`src/rtl/lr35902_ppu_pkg.sv`:
```
// Shared types and constants for the LR35902 PPU pixel pipe.
// Fetch states, source tags, VRAM bases and address helpers.
package lr35902_ppu_pkg;

  typedef enum logic [2:0] {
    F_IDLE,
    F_TILE_0,
    F_TILE_1,
    F_PXL0_0,
    F_PXL0_1,
    F_PXL1_0,
    F_PXL1_1,
    F_PUSH
  } fetch_st_e;

  localparam logic [1:0] SRC_BG = 2'd0;
  localparam logic [1:0] SRC_WD = 2'd1;
  localparam logic [1:0] SRC_O0 = 2'd2;
  localparam logic [1:0] SRC_O1 = 2'd3;

  localparam logic [12:0] MAP_BASE_0 = 13'h1800;
  localparam logic [12:0] MAP_BASE_1 = 13'h1C00;
  localparam logic [12:0] TILE_BASE  = 13'h1000;

  localparam logic [7:0] SCREEN_W = 8'd160;

  function automatic logic [12:0] map_adr(
    input logic       sel,
    input logic [4:0] row,
    input logic [4:0] col
  );
    return (sel ? MAP_BASE_1 : MAP_BASE_0) + {3'd0, row, col};
  endfunction

  // Signed mode: 0x1000 + 16*signed(tile), wrapping in 13 bits.
  function automatic logic [12:0] tile_row_adr(
    input logic [7:0] tile,
    input logic       unsig,
    input logic [2:0] row,
    input logic       plane
  );
    logic [12:0] base;
    base = unsig ? {1'b0, tile, 4'h0}
                 : TILE_BASE + {tile[7], tile, 4'h0};
    return base + {9'd0, row, plane};
  endfunction

endpackage

```
`src/rtl/lr35902_ppu_pxfifo.sv`:
```
// Pixel shift FIFO: lo/hi plane bits plus source tag per entry.
// Ports: i_push (8 px, MSB first), i_pop (1 px), i_flush, o_level; head = o_lo/o_hi/o_src.
module lr35902_ppu_pxfifo #(
  parameter int DEPTH = 16,
  parameter int SRC_W = 2,
  localparam int LW = $clog2(DEPTH + 1)
) (
  input  logic             clk,
  input  logic             reset,
  input  logic             i_flush,
  input  logic             i_push,
  input  logic [7:0]       i_lo,
  input  logic [7:0]       i_hi,
  input  logic [SRC_W-1:0] i_src,
  input  logic             i_pop,
  output logic             o_lo,
  output logic             o_hi,
  output logic [SRC_W-1:0] o_src,
  output logic [LW-1:0]    o_level
);

  logic [DEPTH-1:0] r_lo;
  logic [DEPTH-1:0] r_hi;
  logic [SRC_W-1:0] r_src [DEPTH];
  logic [LW-1:0]    r_level;

  logic [DEPTH-1:0] w_lo;
  logic [DEPTH-1:0] w_hi;
  logic [SRC_W-1:0] w_src [DEPTH];
  logic [LW-1:0]    w_level;
  logic [LW-1:0]    w_base;

  // Entry 0 is the oldest pixel; a pop shifts all entries down.
  always_comb begin
    w_lo    = r_lo;
    w_hi    = r_hi;
    w_src   = r_src;
    w_base  = r_level;
    w_level = r_level;
    if (i_pop) begin
      w_lo = {1'b0, r_lo[DEPTH-1:1]};
      w_hi = {1'b0, r_hi[DEPTH-1:1]};
      for (int i = 0; i < DEPTH - 1; i++) begin
        w_src[i] = r_src[i+1];
      end
      w_src[DEPTH-1] = '0;
      w_base = r_level - LW'(1);
    end
    w_level = w_base;
    if (i_push) begin
      for (int i = 0; i < DEPTH; i++) begin
        if (i >= int'(w_base) && i < int'(w_base) + 8) begin
          w_lo[i]  = i_lo[3'(7 - (i - int'(w_base)))];
          w_hi[i]  = i_hi[3'(7 - (i - int'(w_base)))];
          w_src[i] = i_src;
        end
      end
      w_level = w_base + LW'(8);
    end
  end

  always_ff @(posedge clk or posedge reset) begin
    if (reset) begin
      r_lo    <= '0;
      r_hi    <= '0;
      r_src   <= '{default: '0};
      r_level <= '0;
    end else if (i_flush) begin
      r_level <= '0;
    end else begin
      r_lo    <= w_lo;
      r_hi    <= w_hi;
      r_src   <= w_src;
      r_level <= w_level;
    end
  end

  assign o_lo    = r_lo[0];
  assign o_hi    = r_hi[0];
  assign o_src   = r_src[0];
  assign o_level = r_level;

endmodule

```
`src/rtl/lr35902_ppu_pixel_pipe.sv`:
```
// LR35902 PPU background/window fetcher, pixel FIFO and BGP mapping.
// Ports: line_start/regs/LCDC in; vram_adr/read/data; px_out/px/px_src, line_done, fifo_level.
// Window support is built only with PPU_WINDOW_EN defined.
module lr35902_ppu_pixel_pipe
  import lr35902_ppu_pkg::*;
#(
  parameter int FIFO_DEPTH = 16,
  parameter int SRC_W = 2,
  localparam int LW = $clog2(FIFO_DEPTH + 1)
) (
  input  logic             clk,
  input  logic             reset,
  input  logic             line_start,
  input  logic [7:0]       ly,
  input  logic [7:0]       scx,
  input  logic [7:0]       scy,
  input  logic [7:0]       wx,
  input  logic [7:0]       wy,
  input  logic [7:0]       bgp,
  input  logic             bg_map,
  input  logic             bg_tiles,
  input  logic             bg_ena,
  input  logic             win_map,
  input  logic             win_ena,
  output logic [12:0]      vram_adr,
  output logic             vram_read,
  input  logic [7:0]       vram_data,
  output logic             px_out,
  output logic [1:0]       px,
  output logic [SRC_W-1:0] px_src,
  output logic             line_done,
  output logic [LW-1:0]    fifo_level
);

  fetch_st_e r_st;
  fetch_st_e w_st_nxt;

  logic [7:0] r_tile;
  logic [7:0] r_lo;
  logic [7:0] r_hi;
  logic [7:0] r_x;
  logic [4:0] r_tile_x;
  logic [2:0] r_disc;
  logic       r_active;
  logic       r_done;

  logic [LW-1:0]    w_level;
  logic             w_flo;
  logic             w_fhi;
  logic [SRC_W-1:0] w_fsrc;
  logic             w_shift;
  logic             w_visible;
  logic             w_done;
  logic             w_push_ok;
  logic             w_push;
  logic             w_flush;
  logic             w_trig;
  logic [7:0]       w_bg_y;
  logic [4:0]       w_bg_col;
  logic [12:0]      w_map_adr;
  logic [2:0]       w_row;
  logic [SRC_W-1:0] w_push_src;
  logic [1:0]       w_idx;

  assign w_bg_y   = ly + scy;
  assign w_bg_col = scx[7:3] + r_tile_x;

`ifdef PPU_WINDOW_EN
  logic       r_win_mode;
  logic       r_win_hit;
  logic [7:0] r_win_line;

  assign w_trig = r_active && !line_start && win_ena
               && (ly >= wy) && !r_win_hit
               && ((wx < 8'd7) ? (r_x == 8'd0)
                               : (r_x + 8'd7 == wx));

  assign w_map_adr = r_win_mode
    ? map_adr(win_map, r_win_line[7:3], r_tile_x)
    : map_adr(bg_map, w_bg_y[7:3], w_bg_col);
  assign w_row = r_win_mode ? r_win_line[2:0] : w_bg_y[2:0];
  assign w_push_src = r_win_mode ? SRC_W'(SRC_WD)
                                 : SRC_W'(SRC_BG);
  assign px_src = w_visible ? w_fsrc : '0;

  always_ff @(posedge clk or posedge reset) begin
    if (reset) begin
      r_win_mode <= 1'b0;
      r_win_hit  <= 1'b0;
      r_win_line <= '0;
    end else if (line_start) begin
      r_win_mode <= 1'b0;
      r_win_hit  <= 1'b0;
      if (ly == 8'd0) r_win_line <= '0;
    end else if (w_done) begin
      r_win_mode <= 1'b0;
      if (r_win_hit) r_win_line <= r_win_line + 8'd1;
    end else if (w_trig) begin
      r_win_mode <= 1'b1;
      r_win_hit  <= 1'b1;
    end
  end
`else
  logic w_unused;
  assign w_unused   = ^{win_map, win_ena, wx, wy, w_fsrc};
  assign w_trig     = 1'b0;
  assign w_map_adr  = map_adr(bg_map, w_bg_y[7:3], w_bg_col);
  assign w_row      = w_bg_y[2:0];
  assign w_push_src = SRC_W'(SRC_BG);
  assign px_src     = '0;
`endif

  // No shift while the line is (re)started or the window takes over.
  assign w_shift   = r_active && !line_start && !w_trig
                  && (w_level > LW'(8));
  assign w_visible = w_shift && (r_disc == 3'd0);
  assign w_done    = w_visible && (r_x == SCREEN_W - 8'd1);
  assign w_flush   = line_start || w_done || w_trig;
  assign w_push_ok = w_level <= LW'(FIFO_DEPTH - 8);
  assign w_push    = (r_st == F_PUSH) && w_push_ok && !w_flush;

  always_ff @(posedge clk or posedge reset) begin
    if (reset) r_st <= F_IDLE;
    else       r_st <= w_st_nxt;
  end

  always_comb begin
    w_st_nxt  = r_st;
    vram_read = 1'b0;
    vram_adr  = '0;
    unique case (r_st)
      F_IDLE: w_st_nxt = F_IDLE;
      F_TILE_0: begin
        vram_read = 1'b1;
        vram_adr  = w_map_adr;
        w_st_nxt  = F_TILE_1;
      end
      F_TILE_1: w_st_nxt = F_PXL0_0;
      F_PXL0_0: begin
        vram_read = 1'b1;
        vram_adr  = tile_row_adr(r_tile, bg_tiles, w_row, 1'b0);
        w_st_nxt  = F_PXL0_1;
      end
      F_PXL0_1: w_st_nxt = F_PXL1_0;
      F_PXL1_0: begin
        vram_read = 1'b1;
        vram_adr  = tile_row_adr(r_tile, bg_tiles, w_row, 1'b1);
        w_st_nxt  = F_PXL1_1;
      end
      F_PXL1_1: w_st_nxt = F_PUSH;
      F_PUSH:   if (w_push_ok) w_st_nxt = F_TILE_0;
      default:  w_st_nxt = F_IDLE;
    endcase
    if (line_start || w_trig) w_st_nxt = F_TILE_0;
    else if (w_done)          w_st_nxt = F_IDLE;
  end

  always_ff @(posedge clk or posedge reset) begin
    if (reset) begin
      r_tile   <= '0;
      r_lo     <= '0;
      r_hi     <= '0;
      r_x      <= '0;
      r_tile_x <= '0;
      r_disc   <= '0;
      r_active <= 1'b0;
      r_done   <= 1'b0;
    end else begin
      r_done <= w_done;
      if (r_st == F_TILE_1) r_tile <= vram_data;
      if (r_st == F_PXL0_1) r_lo   <= vram_data;
      if (r_st == F_PXL1_1) r_hi   <= vram_data;
      if (line_start) begin
        r_active <= 1'b1;
        r_x      <= '0;
        r_tile_x <= '0;
        r_disc   <= scx[2:0];
      end else begin
        if (w_done) begin
          r_active <= 1'b0;
          r_tile_x <= '0;
        end else if (w_trig) begin
          r_tile_x <= '0;
          r_disc   <= '0;
        end else if (w_push) begin
          r_tile_x <= r_tile_x + 5'd1;
        end
        if (w_shift) begin
          if (r_disc != 3'd0) r_disc <= r_disc - 3'd1;
          else                r_x    <= r_x + 8'd1;
        end
      end
    end
  end

  lr35902_ppu_pxfifo #(
    .DEPTH (FIFO_DEPTH),
    .SRC_W (SRC_W)
  ) u_fifo (
    .clk     (clk),
    .reset   (reset),
    .i_flush (w_flush),
    .i_push  (w_push),
    .i_lo    (r_lo),
    .i_hi    (r_hi),
    .i_src   (w_push_src),
    .i_pop   (w_shift),
    .o_lo    (w_flo),
    .o_hi    (w_fhi),
    .o_src   (w_fsrc),
    .o_level (w_level)
  );

  assign w_idx      = bg_ena ? {w_fhi, w_flo} : 2'd0;
  assign px_out     = w_visible;
  assign px         = w_visible ? bgp[{w_idx, 1'b0} +: 2] : 2'd0;
  assign line_done  = r_done;
  assign fifo_level = w_level;

endmodule

```
`config.mk`:
```
export PLATFORM = sky130hd
export DESIGN_NAME = lr35902_ppu_pixel_pipe
export DESIGN_NICKNAME = d
export VERILOG_FILES = /design/src/rtl/lr35902_ppu_pkg.sv /design/src/rtl/lr35902_ppu_pxfifo.sv /design/src/rtl/lr35902_ppu_pixel_pipe.sv
export SDC_FILE = /design/constraint.sdc
export NUM_CORES = 1
export LEC_CHECK = 0
export CORE_MARGIN = 2
export CORE_UTILIZATION = 60
export DETAILED_ROUTE_END_ITERATION = 12
export HOLD_SLACK_MARGIN = 0.08
export PLACE_DENSITY = 0.87
export SKIP_LAST_GASP = 1
export SYNTH_ARGS = -nofsm -noshare
export SYNTH_HDL_FRONTEND = slang
export SYNTH_SLANG_ARGS = --single-unit
```
`constraint.sdc`:
```
create_clock -name clk -period 6.1 [get_ports clk]
set_input_delay 1.22 -clock clk [delete_from_list [all_inputs] [get_ports clk]]
set_output_delay 1.22 -clock clk [all_outputs]
set_load 0.02 [all_outputs]
```
# Yosys cells after proc, flatten, opt, wreduce, memory -nomap -nowiden

Cells that the tools add are included.

Bits in registers: 82
Input port bits: 64
Output and inout bits: 25
Word-level logic and storage cells: 308

$add $sub $neg: 44
$lt $le $gt $ge: 50
Equal/unequal tests: 10
Shift-type cells: 1
Muxes and demuxes: 156
Reductions and logical operators: 35

Operators by type and width:

| cell                                                              | number |
|---|---|
| less-than comparator 5 x 32 -> 1 bit (first input constant)       | 8 |
| less-than comparator 4 x 32 -> 1 bit (first input constant)       | 4 |
| two-way mux 1 bit                                                 | 99 |
| binary-select mux 1 bit (select 3 bit)                            | 32 |
| less-than comparator 3 x 5 -> 1 bit (second input constant)       | 16 |
| less-than comparator 3 x 32 -> 1 bit (first input constant)       | 2 |
| two-way mux 16 bit                                                | 4 |
| subtractor 1 x 3 -> 3 bit (first input constant)                  | 20 |
| greater-or-equal comparator 4 x 5 -> 1 bit (first input constant) | 8 |
| one-hot mux 13 bit (3 select lines)                               | 1 |
| less-than comparator 1 x 32 -> 1 bit (first input constant)       | 1 |
| less-than comparator 2 x 32 -> 1 bit (first input constant)       | 1 |
| two-way mux 5 bit                                                 | 6 |
| adder 13 x 4 -> 13 bit                                            | 2 |
| two-way mux 8 bit                                                 | 3 |
| one-hot mux 3 bit (8 select lines)                                | 1 |
| subtractor 3 bit (first input constant)                           | 8 |
| logical AND 1 bit                                                 | 22 |
| greater-or-equal comparator 3 x 5 -> 1 bit (first input constant) | 4 |
| two-way mux 3 bit                                                 | 6 |
| adder 12 x 11 -> 13 bit                                           | 1 |
| adder 13 bit (first input constant)                               | 1 |
| two-way mux 13 bit                                                | 1 |
| equality test 3 bit (second input constant)                       | 4 |
| 28 further kinds                                                  | 41 |

# Longest topological paths before layout

Gate-level depths: netlist of run 1.

Depth in word-level cells: 11
Depth in mapped cells: 15
Mapped depth without buffers: 12

# Cells and area by module

Synthesis of run 1 repeated with hierarchy kept, for this count alone.

Cell total of the unflattened synthesis: 730
Area, all modules: 7,577.3 um2

Modules (own cells, without submodules):

| module                 | times used | cells each | area an instance (um2) | sequential area each (um2) |
|---|---|---|---|---|
| lr35902_ppu_pxfifo     | 1          | 474        | 4,885.9                | 1,726.7 |
| lr35902_ppu_pixel_pipe | 1          | 256        | 2,691.3                | 1,126.1 |

# Least setup slack after synthesis of run 1

Ideal clock, no wire load.

Path kind: input -> output
Start: input port ly[0]
End: output port vram_adr[8]
Arrival: 2.964 ns
Required time: 4.880 ns
Setup slack: 1.916 ns
Cell stages on the path: 8
Buffers on the path: 0
Cell sequence: ha_1 > fa_1 > a21o_1 > a21oi_1 > o21bai_1 > a21oi_1 > xor2_1 > o21ai_0

Cells in the longest elaborated chain, start to end: 3
Elaborated cells on any way between the ends: 5
Those cells by class: add/sub: 4; mux: 1

Ends and longest elaborated chain:

| item                                                                     | line                                         | source |
|---|---|---|
| from (decl)                                                              | lr35902_ppu_pixel_pipe.sv:14                 | `input logic [7:0] ly,` |
| adder 8 bit (*)                                                          | lr35902_ppu_pixel_pipe.sv:65                 | `assign w_bg_y = ly + scy;` |
| adder 13 x 4 -> 13 bit / adder 12 x 11 -> 13 bit (equally long branches) | lr35902_ppu_pkg.sv:45, lr35902_ppu_pkg.sv:32 |  |
| one-hot mux 13 bit (3 select lines) (*)                                  | lr35902_ppu_pixel_pipe.sv:131                | `unique case (r_st)` |
| to (decl)                                                                | lr35902_ppu_pixel_pipe.sv:25                 | `output logic [12:0] vram_adr,` |

Mark *: on every way between the ends. The rest lies on a longest branch, timed or not.

# Worst setup path in the final report of run 1

Start: input port ly[1]
End: output port vram_adr[9]

The elaborated chain is that of the path after synthesis.

==> results of run 1 <==
==> Yosys cell counts, types with 3 or more instances <==
cell and count:
dfrtp_1 82, a21oi_1 68, nor2_1 55, nand2_1 52, o21ai_0 30, clkbuf_1 29
inv_1 27, mux2_2 23, ha_1 20, mux2i_1 19, a221o_1 16, nor3_1 16
xor2_1 15, a2111oi_0 13, a21o_1 13, nor2b_1 13, and2_1 12, nand3_1 12
o211ai_1 11, nand4_1 10, buf_6 7, xnor2_1 7, a211oi_1 6, buf_2 6
nand2b_1 6, a31oi_1 5, nand3b_1 5, o21a_1 5, o22ai_1 5, a22oi_1 4
and3_1 4, buf_1 4, mux4_2 4, and3b_1 3, nor3b_1 3, o2111ai_1 3
o21ai_1 3, o221ai_1 3, or2_2 3
==> final cells by class <==
type,count,area [um^2]
Multi-Input combinational cell,504,3472
Fill cell,759,2853
Sequential cell,82,2052
Timing Repair Buffer,77,748.2
Clock buffer,13,168.9
Tap cell,133,166.4
Inverter,29,110.1
Clock inverter,3,68.82
==> worst paths after layout <==
| path | slack, ps | end |
|---|---|---|
| setup / recovery | 960 | vram_adr[9] |
| hold / removal | 490 | u_fifo.r_hi[15] |
| setup reg to reg | 1830 | u_fifo.r_hi[6] |
| hold reg to reg | 490 | u_fifo.r_hi[15] |
| max in group asynchronous | 3970 | u_fifo.r_lo[14] |
| min in group asynchronous | 1470 | r_x[7] |
==> logic make-up (layout without fill, tap and decap cells) <==
family,count (synthesis),after routing,synth area share (%)
other,1,2,0.06366
and+or+nand+nor,204,204,17.35
buffers and inverters,78,122,6.287
muxes,47,47,9.346
xor gates and xnor gates,24,24,4.015
AOI/OAI and AO/OA,205,205,23.17
DFF,82,82,34.83
adders and majority gates,22,22,4.928
==> critical path: stages <==
cell	delay [ps]
clkdlybuf4s50_1	450
ha_1	310
a21o_1	160
a21oi_1	250
nor2b_1	80
o21a_1	190
o41ai_1	400
nand2_1	110
o211ai_1	110
clkdlybuf4s50_1	630
==> stage by stage <==
step	total power, uW	util [%]	worst slack, ps	cell area (um^2)	std cells
floorplan	1136	-	1916	5894	664
global placement	1303	67.94	1099	6549	825
detailed placement	1337	67.94	979.4	6549	825
CTS	1799	70.41	975.3	6787	841
global route	1905	70.41	761.8	6787	841
finish	1810	70.41	961.4	6787	841
==> power by group through the flow <==
stage | clock network (uW) | logic, uW | registers (uW)
after floorplan | 0 | 383 | 753
after global placement | 0 | 502 | 801
after detailed placement | 0 | 526 | 811
after CTS | 469 | 528 | 803
after global routing | 498 | 584 | 823
final | 465 | 535 | 810
==> sequential cells by signal, summed over array words and instances, names as in the netlist <==
register / count
line_done: 1
r_active: 1
r_disc: 3
r_hi: 8
r_lo: 8
r_st: 3
r_tile: 8
r_tile_x: 5
r_x: 8
u_fifo.o_level: 5
u_fifo.r_hi: 16
u_fifo.r_lo: 16
==> routing by layer <==
metal  track usage (%)  part of all wire [%]
met1             38.76                    41
met2             50.20                    48
met3             7.864                   7.7
met4             14.07                   3.4
met5                 0                     0
==> metrics.cfg, run 1 <==
[floorplanning]
fp.dieH_um=103.1
start_util_pct=61.11
die-width_um=103.1
boundaryPins=89
fp-row-count=36
fp.coreArea_um2=9639
fp.dieArea_um2=10630

[route]
viasPerCell=6.428
ant_nets=0
vias=5406
routedWlPerCell_um=18.39
wirelength_mm=15.46
drtIter0Drc=469
drtPass1Iterations=5
drc=0

[setup_path]
cp.arrival_ps=3920
crit_start=ly[1]
r2r_cells=11
cp_max_fo=2
crit_type=primary input to output port
setup.worst_path.start_class=primary input
cp-end-kind=output port
timing.rr.start=u_fifo.o_level[0]
worstPathRequired_ps=4880

[timing]
maxSlewHeadroom_pct=23.69
whs_ps=488.3
finalCritPeriodShare_pct=84.24
tns_ps=0
tightest_slew_ps=1116
final_max_slew_viol_count=0
period_minus_slack_ps=5139
max_freq_mhz=194.6
rsz0062_at_grt=false
setup_viol=0
hold_viol=0
finClkSkew_ps=9.205

[cells_and_area]
drive_gt1_share_pct=9.746
syn2layout_area_growth_pct=15.21
mostFrequentLayoutCells=dfrtp_1 (82), a21oi_1 (68), clkdlybuf4s50_1 (68)
nets=789
mostFrequentLayoutCell=dfrtp_1
antenna_cells=0

[pwr]
power.share.combinational_pct=29.6
power.leakage_uw=0.002914
seq_power_share_pct=44.7
p_sw_share_pct=33.80
power_frac_clock_pct=25.7
p_int_uw=1198
p_switching_uw=611.7
powerDensity_nw_per_um2=266.7
vdd_drop_max_uv=195.1

[synth]
synth.yosys.seq_area_share_pct=34.83
ys_ff_latch=82
netlist_area_um2=5891
synth_edf_count=0
ys_types=72
post-synth-top-area-cell=dfrtp_1
synth_top_flop_cell=dfrtp_1
syn_inst=663
yosys_warnings=0
synth_top_area_share_pct=34.83
synth-async-reset-ratio_pct=100.0
avgSynthCellArea_um2=8.885
synth_area_leaders=dfrtp_1 (35%), a21oi_1 (5.8%), mux2_2 (4.4%), ha_1 (4.2%), nor2_1 (3.5%)

[clocking]
clk_path_buf_depth=2
cts_tree=yes
clock-sinks=82
clk-insertion-delay-late_ps=380
post_cts.resized_instances=0
cts-root-buf=clkbuf_8
postCtsHoldBufs=0
clk_pin_slew_worst_paths_ps=70
htreeDepth=3
numCtsBuffers=9
post_cts_buffers=0

[placement]
io_buffers=68
gp_congestion=0.9655
hpwl_mm=11.29

[worst_hold_path]
holdPathStages=2
hold_path_class=flip-flop to flip-flop
hp-start=u_fifo.r_hi[15]

[grt]
antenna_found_initial=0
overflow=0
grt_pass1_wl_mm=25.27
grt_pass1_vias=5264
grt_max_degree=83
grt_usage_pct=30.84

[outcome]
status=finished clean

[flow_run]
max-cap-violations=0

Note: power is estimated with default switching activity, not from simulation.
==> run 2: changes to the inputs <==
--- a/config.mk
+++ b/config.mk
@@ -6,10 +6,10 @@
 export NUM_CORES = 1
 export LEC_CHECK = 0
 export CORE_MARGIN = 2
-export CORE_UTILIZATION = 60
+export CORE_UTILIZATION = 50
 export DETAILED_ROUTE_END_ITERATION = 12
 export HOLD_SLACK_MARGIN = 0.08
-export PLACE_DENSITY = 0.87
+export PLACE_DENSITY = 0.78
 export SKIP_LAST_GASP = 1
 export SYNTH_ARGS = -nofsm -noshare
 export SYNTH_HDL_FRONTEND = slang
==> constraint.sdc (replaced) <==
create_clock -name clk -period 4.7 [get_ports clk]
set_input_delay 0.94 -clock clk [delete_from_list [all_inputs] [get_ports clk]]
set_output_delay 0.94 -clock clk [all_outputs]
set_load 0.02 [all_outputs]
==> run 2 against run 1 <==
Die area rose by 19%. Critical endpoint is now vram_adr[8]. Clock skew down 1.5 ps. Final area grew 2.3%. Global-route usage is 6.3 points lower. Sequential cell count unchanged. Largest cell class unchanged.
==> metrics.cfg, run 2 (synthesis results as in run 1) <==
[pwr]
powerDensity_nw_per_um2=354.9  ; +33%
vdd_drop_max_uv=330.6  ; +69%
p_total_uw=2465  ; +36%
power.leakage_uw=0.002989  ; +2.6%

[clocking]
cts_tree=yes
clk_pin_slew_worst_paths_ps=60  ; about the same
postCtsHoldBufs=0  ; unchanged
htreeDepth=3  ; unchanged
post_cts.resized_instances=0  ; unchanged
clk-insertion-delay-late_ps=350  ; -30 ps
post_cts_buffers=0  ; unchanged
clock-sinks=82  ; unchanged
clk_path_buf_depth=2  ; unchanged
numCtsBuffers=9  ; unchanged
cts-root-buf=clkbuf_16

[floorplanning]
die-width_um=112.5  ; +9.2%
fp-row-count=39  ; +8.3%
fp.coreArea_um2=11470  ; +19%
start_util_pct=51.37  ; -9.7 points
boundaryPins=89  ; unchanged
fp.dieArea_um2=12670  ; +19%
fp.dieH_um=112.5  ; +9.2%

[route]
ant_nets=0  ; unchanged
drtPass1Iterations=5  ; unchanged
vias=5389  ; -0.31%
route.met3.wl_mm=1.096  ; -7.8%
viasPerCell=6.252  ; -2.7%
dr_wl_met2_mm=7.420  ; -0.30%
wirelength_mm=15.27  ; -1.2%
drtIter0Drc=455  ; -3.0%
highest_layer=met4
wl_met1_mm=6.448  ; +2.2%
routedWlPerCell_um=17.72  ; -3.6%
drc=0  ; unchanged

[grt]
grt_pass1_vias=5172  ; -1.7%
grt_usage_pct=24.55  ; -6.3 points
antenna_found_initial=0  ; unchanged
overflow=0  ; unchanged
grt_max_degree=50  ; -40%
grt_pass1_wl_mm=25.32  ; +0.17%

[cells_and_area]
nFillCells=980  ; +29%
syn2layout_area_growth_pct=17.91
nets=801  ; +1.5%
reg_top3=u_fifo.r_hi x16, u_fifo.r_lo x16
mostFrequentLayoutCell=dfrtp_1
mostFrequentLayoutCells=dfrtp_1 (82), a21oi_1 (68), clkdlybuf4s50_1 (68)
drive_gt1_share_pct=11.27  ; +1.5 points
antenna_cells=0  ; unchanged
postLayoutCoreUtil_pct=60.57  ; -9.8 points

[placement]
io_buffers=68  ; unchanged
gp_congestion=0.9500  ; -1.6%
dp_slack_ps=209.0  ; -770.4 ps
hpwl_mm=11.33  ; +0.37%

[timing]
maxSlewHeadroom_pct=14.24  ; -9.4 points
timing.final.ws_setup_ps=233.1  ; -728.4 ps
max_freq_mhz=223.9
finClkSkew_ps=7.664  ; -1.541 ps
setup_viol=0  ; unchanged
period_minus_slack_ps=4467
hold_viol=0  ; unchanged
rsz0062_at_grt=false
tightest_slew_ps=1282  ; +165.8 ps
whs_ps=502.4  ; +14.11 ps
tns_ps=0  ; unchanged
final_max_slew_viol_count=0  ; unchanged
finalCritPeriodShare_pct=95.04

[setup_path]
cp.arrival_ps=3530  ; -390 ps
r2r-end=u_fifo.r_hi[6]
cp-end-kind=output port
crit_start=ly[0]
cp_max_fo=2  ; unchanged
ff2ff_setup_slack_ps=780  ; -1050 ps
worstPathRequired_ps=3760  ; -1120 ps
crit_type=primary input to output port
r2r_cells=12  ; +1
critical_path.endpoint=vram_adr[8]
setup.worst_path.start_class=primary input
timing.rr.start=u_fifo.o_level[0]

[worst_hold_path]
hold_path_class=flip-flop to flip-flop
hp-start=u_fifo.r_lo[13]

[flow_run]
max-cap-violations=0  ; unchanged

[outcome]
status=finished clean

## run 2: cell types whose count changed in the layout (fill, tap and decap cells not counted), moves of 2 or more
| cell | delta |
|---|---|
| buf_4 | +12 |
| clkbuf_16 | +9 |
| clkbuf_8 | -11 |
| clkinv_2 | +2 |
| clkinvlp_4 | +2 |
## run 2: critical path: stages
cell	delay [ps]
clkdlybuf4s50_1	400
ha_1	230
fa_1	410
a21o_1	180
a21oi_1	230
o21bai_1	90
a21oi_1	190
xor2_1	90
o21ai_0	140
clkdlybuf4s50_1	640
## run 2: area by class of cell
cell class              count  area [um^2]  share of cell area [%]
repair buffers             89        838.3                   12.07
flip-flops and latches     82         2052                   29.54
clock inverters             5        55.05                  0.7927
inverters                  29        110.1                   1.585
multi-input cells         504         3472                   49.99
clock buffers              10        239.0                   3.441
well taps                 143        178.9                   2.576
## run 2: how the worst min path moves through the flow
| stage | to | slack [ps] | cells past startpoint |
|---|---|---|---|
| 2_1_floorplan | u_fifo.r_hi[15] | 450 | 2 |
| 5_1_grt | u_fifo.r_hi[15] | 520 | 2 |
| 3_5_place_dp | u_fifo.r_hi[15] | 490 | 2 |
| 3_3_place_gp | u_fifo.r_hi[15] | 470 | 2 |
| 6_report | u_fifo.r_lo[13] | 500 | 1 |
| 4_1_cts | u_fifo.r_hi[15] | 500 | 2 |
## run 2: metal layers
metal	global-route usage, %	vias up
li1	-	2536
met1	31.88	2595
met2	40.76	235
met3	5.562	23
met4	8.130	0
met5	0	-
## run 2: power by group
part	total [uW]	switching, uW	internal, uW
Combinational	719	350	369
Clock	697	277	420
Sequential	1050	181	868
## run 2: through the flow
step,cells,instance area (um^2)
after global placement,847,6651
final,862,6945
after floorplan,664,5894
after CTS,862,6945
after detailed placement,847,6651
after global routing,862,6945
==> run 3: changes to the inputs <==
--- a/config.mk
+++ b/config.mk
@@ -6,10 +6,9 @@
 export NUM_CORES = 1
 export LEC_CHECK = 0
 export CORE_MARGIN = 2
-export CORE_UTILIZATION = 50
+export CORE_UTILIZATION = 55
 export DETAILED_ROUTE_END_ITERATION = 12
-export HOLD_SLACK_MARGIN = 0.08
-export PLACE_DENSITY = 0.78
+export PLACE_DENSITY = 0.81
 export SKIP_LAST_GASP = 1
 export SYNTH_ARGS = -nofsm -noshare
 export SYNTH_HDL_FRONTEND = slang
==> constraint.sdc (replaced) <==
create_clock -name clk -period 4.45 [get_ports clk]
set_input_delay 0.89 -clock clk [delete_from_list [all_inputs] [get_ports clk]]
set_output_delay 0.89 -clock clk [all_outputs]
set_load 0.02 [all_outputs]
==> run 3 against run 2 <==
Count of clock-buffer cells in the layout up 1. First-iteration DRC count down 0.66%. Power down 0.90%. Routed wire length up 2.0%. Register-to-register slack worse by 60 ps. Clock power down 20%. Sequential share of layout area up 0.21 points. Sequential power up 5%. Core utilization up 5.9 points. Sequential cell count unchanged. Largest power group unchanged.
==> metrics.cfg, run 3 (synthesis results as in run 1) <==
[outcome]
status=finished clean

[grt]
antenna_found_initial=0  ; unchanged
overflow=0  ; unchanged
grt_pass1_wl_mm=25.40  ; +0.32%
grt_usage_pct=28.03  ; +3.5 points
grt_pass1_vias=5211  ; +0.75%
grt_max_degree=44  ; -12%

[timing]
max_freq_mhz=233.8
tightest_slew_ps=1305  ; +23.44 ps
hold_viol=0  ; unchanged
rsz0062_at_grt=true
tns_ps=0  ; unchanged
final_max_slew_viol_count=0  ; unchanged
finClkSkew_ps=13.74  ; +6.071 ps
setup_viol=0  ; unchanged
period_minus_slack_ps=4276
maxSlewHeadroom_pct=12.67  ; -1.6 points
finalCritPeriodShare_pct=96.10

[setup_path]
ff2ff_setup_slack_ps=720  ; -60 ps
cp_cell_sequence=clkdlybuf4s50_1 > ha_1 > fa_1 > a21o_1 > a21oi_1 > xnor2_1 > mux2i_1 > o22ai_1 > and2_1 > clkdlybuf4s50_1
cp_max_fo=2  ; unchanged
critical_path.endpoint=vram_adr[4]
r2r_cells=12  ; unchanged
crit_type=primary input to output port
r2r-end=u_fifo.r_lo[6]
max_stage_delay_ps=600  ; -40 ps
slowest_stage=clkdlybuf4s50_1
crit_start=scx[3]
worstPathRequired_ps=3560  ; -200 ps
timing.rr.start=u_fifo.o_level[1]
setup.worst_path.start_class=primary input
cp-end-kind=output port
cp.arrival_ps=3390  ; -140 ps
cpMostUsedCell=clkdlybuf4s50_1

[floorplanning]
fp-row-count=37  ; -5.1%
fp.coreArea_um2=10370  ; -9.6%
start_util_pct=56.81  ; +5.4 points
fp.dieH_um=107.5  ; -4.5%
boundaryPins=89  ; unchanged
fp.dieArea_um2=11550  ; -8.8%
die-width_um=107.5  ; -4.5%

[cells_and_area]
reg_top3=u_fifo.r_hi x16, u_fifo.r_lo x16
drive_gt1_share_pct=12.00  ; +0.73 points
mostFrequentLayoutCell=dfrtp_1
postLayoutCoreUtil_pct=66.49  ; +5.9 points
post-route-cell-area_um2=6895  ; -0.72%
mostFrequentLayoutCells=dfrtp_1 (82), a21oi_1 (68), clkdlybuf4s50_1 (66)
final_cells=861  ; -0.12%
nFillCells=882  ; -10%
syn2layout_area_growth_pct=17.06
antenna_cells=0  ; unchanged
nets=806  ; +0.62%

[flow_run]
max-cap-violations=0  ; unchanged

[route]
routedWlPerCell_um=18.10  ; +2.1%
wirelength_mm=15.58  ; +2.0%
vias=5410  ; +0.39%
drc=0  ; unchanged
viasPerCell=6.283  ; +0.51%
drtIter0Drc=452  ; -0.66%
drtPass1Iterations=5  ; unchanged
ant_nets=0  ; unchanged

[clocking]
clk_path_buf_depth=2  ; unchanged
cts_tree=yes
clk_pin_slew_worst_paths_ps=80  ; +20 ps
clk-insertion-delay-late_ps=390  ; +40 ps
cts-root-buf=clkbuf_8
htreeDepth=3  ; unchanged
numCtsBuffers=9  ; unchanged
clock-sinks=82  ; unchanged

[placement]
placed_cell_area_um2=6680  ; +0.43%
gp_congestion=0.9471  ; -0.31%
hpwl_mm=11.61  ; +2.4%
io_buffers=68  ; unchanged
dp.cells=845  ; -0.24%

[worst_hold_path]
hp-start=u_fifo.r_lo[15]
hold_path_class=flip-flop to flip-flop

[pwr]
p_total_uw=2443  ; -0.90%
power.leakage_uw=0.003010  ; +0.72%
vdd_drop_max_uv=270.2  ; -18%
powerDensity_nw_per_um2=354.2  ; -0.18%

## run 3: worst min path at each step
stage                     slack [ps]  depth (start not counted)               to
after floorplan                  450                          2  u_fifo.r_hi[15]
after global placement           470                          2  u_fifo.r_hi[15]
after detailed placement         470                          1  u_fifo.r_hi[13]
after CTS                        500                          2  u_fifo.r_hi[15]
after global routing             530                          2  u_fifo.r_hi[15]
final                            490                          2  u_fifo.r_lo[15]
## run 3: critical path: cells and delay by family
kind                     cells  cell delay (ps)
AND/OR/NAND/NOR              1              160
adder cells (fa/ha/maj)      2              620
multiplexers                 1               80
buffers and inverters        2             1000
AO/OA/AOI/OAI                3              490
XOR/XNOR                     1              140
## run 3: repair_timing
item | in CTS | in global routing
gates resized for setup | 0 | 3
setup endpoints to repair | 0 | 3
setup buffers | 0 | 0
hold buffers | 0 | 0
## run 3: final cells by class
cell class / instances / area [um^2] / area share [%]
clock inverters: 5 / 61.31 / 0.8891
well taps: 136 / 170.2 / 2.468
clock buffers: 11 / 141.4 / 2.050
inverters: 29 / 110.1 / 1.597
flip-flops and latches: 82 / 2052 / 29.76
repair buffers: 94 / 880.8 / 12.77
multi-input cells: 504 / 3480 / 50.46
## run 3: layer usage
metal	track usage (%)	part of all wire [%]	up-vias
li1	-	-	2533
met1	35.71	42	2623
met2	46.95	49	224
met3	5.630	6.4	30
met4	10.81	2.4	0
met5	0	0	-
## run 3: report_power, final
group          switching, uW  internal (uW)  total (uW)
Sequential               189            915        1100
Clock                    283            278         561
Combinational            373            405         778
## run 3: stage by stage
stage	hold WS, ps	setup slack, ps
2_1_floorplan	451.2	925.7
3_3_place_gp	473.1	109.1
3_5_place_dp	473.8	73.14
4_1_cts	499.3	58.35
5_1_grt	526.8	-14.20
6_report	492.9	173.7
